`src/rtl/keypad_scan_ctrl.sv`:
```
// keypad_scan_ctrl -- timed row scanner and debouncer for a 4x4 matrix keypad.
// Each row is driven for SCAN_DIV cycles and the synchronized columns are
// sampled on the final cycle of that dwell. A frame is four rows. A single key
// must appear on its own for DEBOUNCE_SCANS consecutive frames before its code
// is posted. Frames with more than one key are rejected as ghosts. The posted
// code is held in a one-entry register with a valid/ack handshake.
//
// Ports:
//   clk        module clock
//   rst        synchronous reset, active-high
//   key_in     column inputs, active-high; bit3 = leftmost column
//   key_out    one-hot row drive; bit0 = top row
//   key_code   code of the accepted key; meaningful while key_valid=1
//   key_valid  event pending; held until accepted with key_ack
//   key_ack    consumer accept; only acts while key_valid=1
//   key_held   level, 1 while the debounced key is down
//   overflow   sticky; an event was dropped because one was still pending
module keypad_scan_ctrl #(
  parameter int unsigned SCAN_DIV       = 4,
  parameter int unsigned DEBOUNCE_SCANS = 3
) (
  input  logic       clk,
  input  logic       rst,
  input  logic [3:0] key_in,
  output logic [3:0] key_out,
  output logic [3:0] key_code,
  output logic       key_valid,
  input  logic       key_ack,
  output logic       key_held,
  output logic       overflow
);

  localparam logic [15:0] DIV_LAST = 16'(SCAN_DIV - 1);
  localparam logic [4:0]  DEB_N    = 5'(DEBOUNCE_SCANS);

  typedef enum logic [1:0] {IDLE, DEB, PRESSED} state_t;

  state_t      state;
  logic [3:0]  sync1, sync2;
  logic [15:0] cnt;
  logic [1:0]  row;
  logic        acc_hit, acc_multi;
  logic [3:0]  acc_code;
  logic [3:0]  cand;
  logic [3:0]  deb_cnt, rel_cnt;

  logic        dwell_end, frame_end;
  logic        samp_one, samp_multi;
  logic [1:0]  samp_col;
  logic [3:0]  samp_code;
  logic        f_one, f_none, f_multi;
  logic [3:0]  f_code;
  logic        post;
  logic        ack_ok;

  // Keypad legend, indexed by {row, column} with column 0 = leftmost.
  function automatic logic [3:0] key_lut(input logic [1:0] r, input logic [1:0] c);
    logic [3:0] k;
    case ({r, c})
      4'd0:  k = 4'h1;  4'd1:  k = 4'h2;  4'd2:  k = 4'h3;  4'd3:  k = 4'hA;
      4'd4:  k = 4'h4;  4'd5:  k = 4'h5;  4'd6:  k = 4'h6;  4'd7:  k = 4'hB;
      4'd8:  k = 4'h7;  4'd9:  k = 4'h8;  4'd10: k = 4'h9;  4'd11: k = 4'hC;
      4'd12: k = 4'hE;  4'd13: k = 4'h0;  4'd14: k = 4'hF;  default: k = 4'hD;
    endcase
    return k;
  endfunction

  always_comb begin
    dwell_end  = (cnt == DIV_LAST);
    frame_end  = dwell_end && (row == 2'd3);
    samp_one   = 1'b1;
    samp_col   = 2'd0;
    case (sync2)
      4'b1000: samp_col = 2'd0;
      4'b0100: samp_col = 2'd1;
      4'b0010: samp_col = 2'd2;
      4'b0001: samp_col = 2'd3;
      default: samp_one = 1'b0;
    endcase
    samp_multi = (sync2 != 4'b0000) && !samp_one;
    samp_code  = key_lut(row, samp_col);

    // Frame verdict folds the row-3 sample in with the rows already seen.
    f_multi = acc_multi || samp_multi || (acc_hit && samp_one);
    f_one   = !f_multi && (acc_hit || samp_one);
    f_none  = !f_multi && !f_one;
    f_code  = samp_one ? samp_code : acc_code;

    post = 1'b0;
    if (frame_end && f_one) begin
      if (state == IDLE && DEB_N == 5'd1)
        post = 1'b1;
      else if (state == DEB && f_code == cand && ({1'b0, deb_cnt} + 5'd1) == DEB_N)
        post = 1'b1;
    end
    ack_ok = key_valid && key_ack;
  end

  always_ff @(posedge clk) begin
    if (rst) begin
      sync1     <= '0;
      sync2     <= '0;
      cnt       <= '0;
      row       <= '0;
      key_out   <= 4'b0001;
      acc_hit   <= 1'b0;
      acc_multi <= 1'b0;
      acc_code  <= '0;
      state     <= IDLE;
      cand      <= '0;
      deb_cnt   <= '0;
      rel_cnt   <= '0;
      key_code  <= '0;
      key_valid <= 1'b0;
      key_held  <= 1'b0;
      overflow  <= 1'b0;
    end else begin
      sync1 <= key_in;
      sync2 <= sync1;

      if (dwell_end) begin
        cnt     <= '0;
        row     <= row + 2'd1;
        key_out <= {key_out[2:0], key_out[3]};
        if (row == 2'd3) begin
          acc_hit   <= 1'b0;
          acc_multi <= 1'b0;
        end else begin
          acc_multi <= acc_multi || samp_multi || (acc_hit && samp_one);
          acc_hit   <= acc_hit || samp_one;
          if (samp_one)
            acc_code <= samp_code;
        end
      end else begin
        cnt <= cnt + 16'd1;
      end

      if (frame_end) begin
        case (state)
          IDLE: begin
            if (f_one) begin
              cand <= f_code;
              if (DEB_N == 5'd1) begin
                state    <= PRESSED;
                key_held <= 1'b1;
                rel_cnt  <= '0;
              end else begin
                state   <= DEB;
                deb_cnt <= 4'd1;
              end
            end
          end
          DEB: begin
            if (f_one && f_code == cand) begin
              deb_cnt <= deb_cnt + 4'd1;
              if (({1'b0, deb_cnt} + 5'd1) == DEB_N) begin
                state    <= PRESSED;
                key_held <= 1'b1;
                rel_cnt  <= '0;
              end
            end else begin
              state   <= IDLE;
              deb_cnt <= '0;
            end
          end
          PRESSED: begin
            if (f_none) begin
              if (({1'b0, rel_cnt} + 5'd1) == DEB_N) begin
                state    <= IDLE;
                key_held <= 1'b0;
                rel_cnt  <= '0;
                deb_cnt  <= '0;
              end else begin
                rel_cnt <= rel_cnt + 4'd1;
              end
            end else begin
              rel_cnt <= '0;
            end
          end
          default: state <= IDLE;
        endcase
      end

      // An ack on the posting cycle frees the slot for the new code.
      if (ack_ok)
        overflow <= 1'b0;
      if (post) begin
        if (!key_valid || key_ack) begin
          key_code  <= f_code;
          key_valid <= 1'b1;
        end else begin
          overflow <= 1'b1;
        end
      end else if (ack_ok) begin
        key_valid <= 1'b0;
      end
    end
  end

endmodule

```
`config.mk`:
```
export PLATFORM = sky130hd
export DESIGN_NAME = keypad_scan_ctrl
export DESIGN_NICKNAME = d
export VERILOG_FILES = /design/src/rtl/keypad_scan_ctrl.sv
export SDC_FILE = /design/constraint.sdc
export NUM_CORES = 1
export LEC_CHECK = 0
export CAP_MARGIN = 10
export CORE_MARGIN = 2
export CORE_UTILIZATION = 29
export DETAILED_ROUTE_END_ITERATION = 16
export REMOVE_ABC_BUFFERS = 1
export SLEW_MARGIN = 20
export SYNTH_ARGS = -nofsm -noshare
export SYNTH_HDL_FRONTEND = slang
export SYNTH_SLANG_ARGS = --single-unit
```
`constraint.sdc`:
```
create_clock -name clk -period 6.07 [get_ports clk]
set_input_delay 1.5175 -clock clk [delete_from_list [all_inputs] [get_ports clk]]
set_output_delay 1.5175 -clock clk [all_outputs]
set_load 0.02 [all_outputs]
```
[Word-level counts from Yosys, hierarchy flattened]
Memories as Yosys holds them, arrays and structs flattened.
Index checks and enable logic that the tools add are counted.
Cells by class
  equal/unequal tests: 18
  bitwise gates (word level): 1
  add/subtract/negate cells: 6
  reductions and logical operators: 33
  muxes and demuxes: 34
Operator list (count)
  4-bit two-way mux: 9
  16-bit by 1-bit adder with 16-bit output, second input constant: 1
  16-bit by 2-bit equality test with 1-bit output, second input constant: 1
  1-bit two-way mux: 15
  2-bit case mux with 3 select lines: 2
  4-bit case mux with 3 select lines: 1
  4-bit by 1-bit adder with 5-bit output, second input constant: 2
  5-bit by 2-bit equality test with 1-bit output, second input constant: 2
  1-bit logical AND: 10
  2-bit two-way mux: 5
  5-bit AND reduction: 2
  4-bit by 1-bit adder with 4-bit output, second input constant: 2
  4-bit case mux with 2 select lines: 1
  2-bit by 1-bit inequality test with 1-bit output, second input constant: 3
  2-bit inequality test, second input constant: 3
  2-bit AND reduction: 3
  6-bit AND reduction: 1
  2-bit equality test, second input constant: 2
  4-bit by 1-bit equality test with 1-bit output, second input constant: 1
  4-bit by 2-bit equality test with 1-bit output, second input constant: 1
  4-bit by 3-bit equality test with 1-bit output, second input constant: 1
  4-bit equality test: 1
  4-bit equality test, second input constant: 1
  1-bit zero test: 4
  14 further kinds: 18
Word-level totals
  input port bits: 7
  register bits after elaboration: 57
  memory bits (read-only): 64
  memories: 1
  word-level logic and storage cells: 109
Memory list
  (name not given): words 16, width 4, rd ports 1, clocked after memory_dff 0, wr ports 0, RTL line 59  | case ({r, c})

[Depth between registers and ports, before layout]
Gate-level depths: netlist of the first run.
  depth after elaboration: 13
  depth in mapped cells: 13

[Worst setup path after synthesis of the first run]
No wires, ideal clock.
  kind: flip-flop to flip-flop
  from: register sync2[2]
  to: register key_code[0]
  data arrival time: 2788 ps
  period minus slack after synthesis: 2909 ps
  stages on the path, launching flop included: 13
  buffers on the path: 1
  setup slack: 3161 ps
  cells stage by stage: dfxtp_1 -> clkbuf_1 -> xnor2_1 -> or3_1 -> inv_1 -> ha_1 -> mux2i_1 -> mux2_2 -> mux2_2 -> xnor2_1 -> o2111a_1 -> nand3_1 -> mux2_2
Between the ends
  word-level cells in the longest chain between the ends: 12
  elaborated cells on any way between the ends: 25
  classes of those cells: 5 x eq/ne; 5 x mux; 14 x reduce/logical; 1 x memory
RTL lines
  start: declaration: RTL line 39  | logic [3:0] sync1, sync2;
  start signal: assignment: RTL line 119  | sync2 <= sync1;
  parallel branches: the longest is 12 deep, another holds memory 16 x 4 bit
  end signal: assignment: RTL line 189  | key_code <= f_code;
  end: declaration: RTL line 26  | output logic [3:0] key_code,
Parallel ways; which one is timed is not known.
A chain may end at the register's enable or synchronous reset.

[Worst setup path in the final report of the first run]
  from: register sync2[0]
  to: register key_code[0]
Same word-level chain as after synthesis.

==> summary.txt, run 1 <==
GRT
  • Initial antenna violation count: 0
  • Global-route wire length before repair: 11.2 mm
  • GRT Util Overall: 12.0%
  • Largest net degree at the start of global routing: 58
  • Gr ovfl total: 0
  • Vias in the first global route: 2518

Logic synthesis
  • Top-area cell type share of the netlist area: 36.4%
  • Adder-cell area share of the yosys netlist: 5.98%
  • Register bit count reported by yosys: 57
  • XOR/XNOR Fraction of Synth Area: 6.14%
  • Post-Syn Area: 0.00314 mm^2
  • Seq/Total Area, Yosys: 36.4%
  • Post-synthesis mux area share: 5.62%
  • Ys flop type: dfxtp_1
  • Post-synthesis compound-gate area fraction: 13.3%
  • Share of flip-flops with an asynchronous set or reset: 0%
  • Commonest cells post-synth: dfxtp_1 (57), nor2_1 (37), nand2_1 (32)
  • Largest family of logic cells by synthesized area: simple AND/OR/NAND/NOR gates
  • Yosys top cell by area: dfxtp_1
  • Yosys cell types: 53
  • YS warnings: 0
  • Top-count cell post-synth: dfxtp_1
  • Syn_area_per_cell: 8.39 um^2
  • Simple-gate area share of the yosys netlist: 28.7%
  • Mapped Cells: 374
  • EDFF count, synth: 0
  • Largest cells by area after synthesis: dfxtp_1 (36%), ha_1 (6.0%), nor2_1 (4.4%)

Route
  • Total number of vias: 2586
  • Pre-antenna DRT Iters: 4
  • Final ANT Viol Nets: 0
  • DRC: 0
  • Final WL: 6.45 mm
  • DR iter-0 viols: 140
  • WL/cell: 12.3 um
  • Vias per cell: 4.94

STA
  • Final period util: 58.6%
  • Fmax achieved: 281 MHz
  • Count of pins over their slew limit: 0
  • RSZ-0062 raised after global routing: false
  • Actual slew at the worst max-slew pin: 0.560 ns
  • Endpoints failing setup: 0
  • Clock Skew: 0.00668 ns
  • Fin Setup TNS: 0 ns
  • Worst rel slew slack: 62.6%
  • Hold Vio Cnt, Final: 0
  • Tmin final: 3.56 ns

Pwr
  • Pwr per Cell Area: 216 mW/mm^2
  • Overall Power: 0.000770 W
  • Leak: 1.34 nW
  • Peak VDD IR: 0.102 mV

CTS
  • Cts bufs inserted: 9
  • Clk sinks: 57
  • Master cell of the clock root buffer: clkbuf_8
  • Post-CTS Hold Fix Bufs: 0
  • Clk buf depth: 2
  • Clock Pin Slew Worst Setup and Hold Paths: 0.07 ns
  • H-tree depth: 3
  • CTS tree: yes
  • Post_cts resized: 0
  • Post-CTS Setup Bufs: 0
  • Clk Latency, worst-skew pair: 0.34 ns

Worst hold path
  • Hold Path Origin: sync1[1]
  • HP Class: flip-flop to flip-flop
  • Worst Hold End: sync2[1]
  • Worst Hold Path Cells: 1

Die
  • Die Ht: 108 um
  • Chip Width: 108 um
  • Die area: 0.0117 mm^2
  • Initial Utilization: 30.1%
  • Boundary pin count: 18
  • # rows: 37
  • Core area: 0.0104 mm^2

Placed design
  • Post-Place Cells: 509
  • Placed inst area: 0.00340 mm^2
  • Buffers on Ports: 17
  • Final RePlAce weighted congestion: 0.767
  • Post-DP HPWL: 4.48 mm

Critical path
  • RR Startpoint: sync2[0]
  • Crit-path slowest cell: dfxtp_1
  • Worst r2r path cells: 11
  • R2R Setup Slk: 2.51 ns
  • Req. time, crit path: 6.31 ns
  • Worst path cell trace: xnor2_1 > or3_1 > inv_1 > ha_1 > mux2i_1 > mux2_2 > mux2_2 > xnor2_1 > o2111a_1 > nand3_1 > mux2_2
  • Worst Setup Path Type: flip-flop to flip-flop
  • Largest delay share family, worst path: multiplexers
  • Max stage delay on crit path: 0.63 ns
  • Worst setup SP type: flip-flop
  • Max Fanout on Critical Path: 14
  • Crit path DAT: 3.80 ns
  • Setup crit end kind: flip-flop
  • Cell mode on critical path: mux2_2
  • Critical path buffers and inverters: 1
  • Worst reg2reg path endpoint: key_code[0]

Final layout
  • Fin cells: 523
  • Fill count: 1094
  • Share of cells above drive strength 1: 7.49%
  • Fin area: 0.00357 mm^2
  • Area growth syn-to-layout: 13.9%
  • Number of antenna diodes: 0
  • Nets: 406

Job
  • Max Cap Violations: 0

Run status
  • Outcome: finished clean
## registers in the layout, indices dropped and copies added (netlist names)
name and flops:
acc_code 4, acc_hit 1, acc_multi 1, cand 4
cnt 16, deb_cnt 4, key_code 4, key_held 1
key_out 4, key_valid 1, overflow 1, rel_cnt 4
row 2, state 2, sync1 4, sync2 4
## per-stage QoR
stage	hold WS, ns	util, %	worst slack, ns
after global placement	0.432	32.7	2.68
final	0.434	34.3	2.51
after global routing	0.470	34.3	2.28
after floorplan	0.414	-	2.99
after CTS	0.437	34.3	2.50
after detailed placement	0.428	32.7	2.53
## worst max-delay path by stage
stage | startpoint | to | slack, ns | depth (start not counted)
floorplan | sync2[0] | key_code[0] | 2.99 | 11
global placement | sync2[0] | key_code[0] | 2.68 | 11
detailed placement | sync2[0] | key_code[0] | 2.53 | 11
CTS | sync2[0] | key_code[0] | 2.50 | 11
global route | sync2[0] | key_code[0] | 2.28 | 10
finish | sync2[0] | key_code[0] | 2.51 | 11
## cells in the final DEF, fill, tap and decap left out, types with 12 or more instances in the layout
master and instances:
a21oi_1 26, inv_1 12, nor2b_1 13, dfxtp_1 57, mux2i_1 12, nand2_1 32
ha_1 15, nand3_1 12, clkdlybuf4s50_1 16, nand2b_1 14, o21ai_0 12, nor2_1 37
xor2_1 13
## metal layers
| layer | track usage [%] | up-vias | share of wire (%) |
|---|---|---|---|
| met4 | 3.30 | 0 | 1.3 |
| met1 | 14.4 | 1216 | 48 |
| met2 | 20.2 | 32 | 47 |
| met3 | 4.34 | 9 | 3.5 |
| met5 | 0 | - | 0 |
| li1 | - | 1329 | - |
## report_power, final
part           leakage [nW]  total [W]  switching, W  internal [W]
Sequential            0.462   0.000391    0.00000973      0.000381
Combinational         0.792  0.0000702     0.0000403     0.0000298
Clock                0.0871   0.000309      0.000145      0.000164
Total                  1.34   0.000770      0.000195      0.000575
## logic make-up (layout without fill, tap and decap cells)
| kind of cell | Yosys count | in the layout |
|---|---|---|
| xor+xnor | 22 | 22 |
| fa+ha+maj | 15 | 15 |
| mux | 17 | 17 |
| simple gates | 167 | 167 |
| flops | 57 | 57 |
| compound gates | 65 | 65 |
| buf+inv | 31 | 44 |
## cell type report
type                            count  area, um^2  area share (%)
Clock inverter                      3        17.5           0.490
Sequential cell                    57        1140            31.9
Clock buffer                       11         151            4.24
Tap cell                          136         170            4.76
Timing Repair Buffer               18         173            4.83
Inverter                           12        45.0            1.26
Multi-Input combinational cell    286        1870            52.5
No activity file was read; power rests on OpenSTA's default activity.
==> run 2, diff against run 1 <==
clock period = 3.2 ns   (was 6.07 ns; I/O delays follow)
==> run 2 against run 1 <==
Non-clock buffer count up 7. Routed wire length up 3.9%. Highest routed layer unchanged. First-iteration DRC count down 9.3%. Die area unchanged. Cell area up 1.4%.
==> summary.txt, run 2 (synthesis results as in run 1) <==
Run status
  • Outcome: finished clean

Placed design
  • Post-Place Cells: 516
  • Place WS: 0.242 ns
  • Final RePlAce weighted congestion: 0.771
  • Buffers on Ports: 17
  • Post-DP HPWL: 4.71 mm

STA
  • Hold_ws: 0.435 ns
  • Worst rel slew slack: 52.3%
  • Fin Setup TNS: 0 ns
  • Actual slew at the worst max-slew pin: 0.715 ns
  • Final period util: 91.8%
  • RSZ-0062 raised after global routing: false
  • Endpoints failing setup: 0
  • Worst setup margin: 0.261 ns
  • Fmax achieved: 340 MHz
  • Count of pins over their slew limit: 0
  • Hold Vio Cnt, Final: 0
  • Tmin final: 2.94 ns
  • Clock Skew: 0.00905 ns

Pwr
  • Leak: 1.38 nW
  • Peak VDD IR: 0.227 mV
  • Pwr per Cell Area: 403 mW/mm^2

CTS
  • Clk buf depth: 2
  • Clk Latency, worst-skew pair: 0.34 ns
  • Cts bufs inserted: 9
  • Clock Pin Slew Worst Setup and Hold Paths: 0.06 ns
  • H-tree depth: 3
  • CTS tree: yes
  • Master cell of the clock root buffer: clkbuf_8
  • Clk sinks: 57

Final layout
  • Commonest non-fill, non-tap cell in the layout: dfxtp_1
  • Fin cells: 531
  • Number of antenna diodes: 0
  • Max reg flops: 16
  • Most frequent cells in the layout: dfxtp_1 (57), nor2_1 (37), nand2_1 (32)
  • Nets: 413
  • Fill count: 1091
  • Fin util: 34.8%
  • Biggest register: cnt
  • Area growth syn-to-layout: 15.4%
  • Share of cells above drive strength 1: 9.37%

Die
  • Initial Utilization: 30.1%
  • Core area: 0.0104 mm^2
  • Boundary pin count: 18
  • Die Ht: 108 um
  • # rows: 37
  • Die area: 0.0117 mm^2
  • Chip Width: 108 um

Critical path
  • Largest delay share family, worst path: multiplexers
  • Req. time, crit path: 3.42 ns
  • Worst path cell trace: or3_1 > inv_1 > ha_1 > mux2i_1 > mux2_2 > mux2_2 > xnor2_1 > o2111a_1 > nand3_1 > mux2_2
  • Worst Setup Path Type: flip-flop to flip-flop
  • Crit-path slowest cell: or3_1
  • Max stage delay on crit path: 0.46 ns
  • Worst setup SP type: flip-flop
  • Critical path buffers and inverters: 1
  • Setup crit end kind: flip-flop
  • Cell mode on critical path: mux2_2
  • Crit path DAT: 3.16 ns
  • Max Fanout on Critical Path: 13

GRT
  • Initial antenna violation count: 0
  • Largest net degree at the start of global routing: 45
  • Vias in the first global route: 2529
  • GRT Util Overall: 12.4%
  • Global-route wire length before repair: 11.6 mm
  • Gr ovfl total: 0

Route
  • Vias per cell: 4.94
  • Pre-antenna DRT Iters: 4
  • Final WL: 6.69 mm
  • WL/cell: 12.6 um
  • Total number of vias: 2622
  • DRC: 0
  • DR iter-0 viols: 127
  • Final ANT Viol Nets: 0

Job
  • Max Cap Violations: 0

Worst hold path
  • HP Class: flip-flop to flip-flop
-- run 2: repair_timing --
| item | 4_1_cts | 5_1_grt |
|---|---|---|
| hold buffers | 0 | 0 |
| buffers inserted | 0 | 0 |
| endpoints found under the setup margin | 0 | 1 |
| resized for setup | 0 | 1 |
| hold endpoints to repair | 0 | 0 |
-- run 2: final timing paths --
| path | endpoint | start | slack (ns) | cells after the start |
|---|---|---|---|---|
| worst max-delay path | key_code[0] | sync2[1] | 0.26 | 10 |
| worst min-delay path | sync2[3] | sync1[3] | 0.43 | 1 |
| worst max register to register | key_code[0] | sync2[1] | 0.26 | 10 |
| worst min register to register | sync2[3] | sync1[3] | 0.43 | 1 |
-- run 2: power by group --
group / switching (W) / total (W) / internal (W) / leakage (nW)
combinational: 0.0000859 / 0.000151 / 0.0000655 / 0.829
sequential: 0.0000144 / 0.000737 / 0.000723 / 0.462
clock: 0.000278 / 0.000570 / 0.000292 / 0.0887
total: 0.000379 / 0.00146 / 0.00108 / 1.38
-- run 2: cell type report --
type	instances	area, um^2	share of cell area [%]
Sequential cell	57	1140	31.5
Clock buffer	11	141	3.90
Clock inverter	4	20.0	0.553
Tap cell	136	170	4.70
Timing Repair Buffer	25	225	6.22
Multi-Input combinational cell	286	1880	51.9
Inverter	12	45.0	1.24
-- run 2: stage by stage --
step | power [W] | area (um^2)
after floorplan | 0.000844 | 3060
after global placement | 0.000899 | 3460
after detailed placement | 0.000904 | 3460
after CTS | 0.00147 | 3620
after global routing | 0.00153 | 3620
final | 0.00146 | 3620
-- run 2: routing by layer --
layer / track usage (%) / wire length [um]
met4: 2.93 / 93
met2: 20.2 / 3120
met1: 15.4 / 3230
met3: 4.70 / 252
met5: 0 / 0
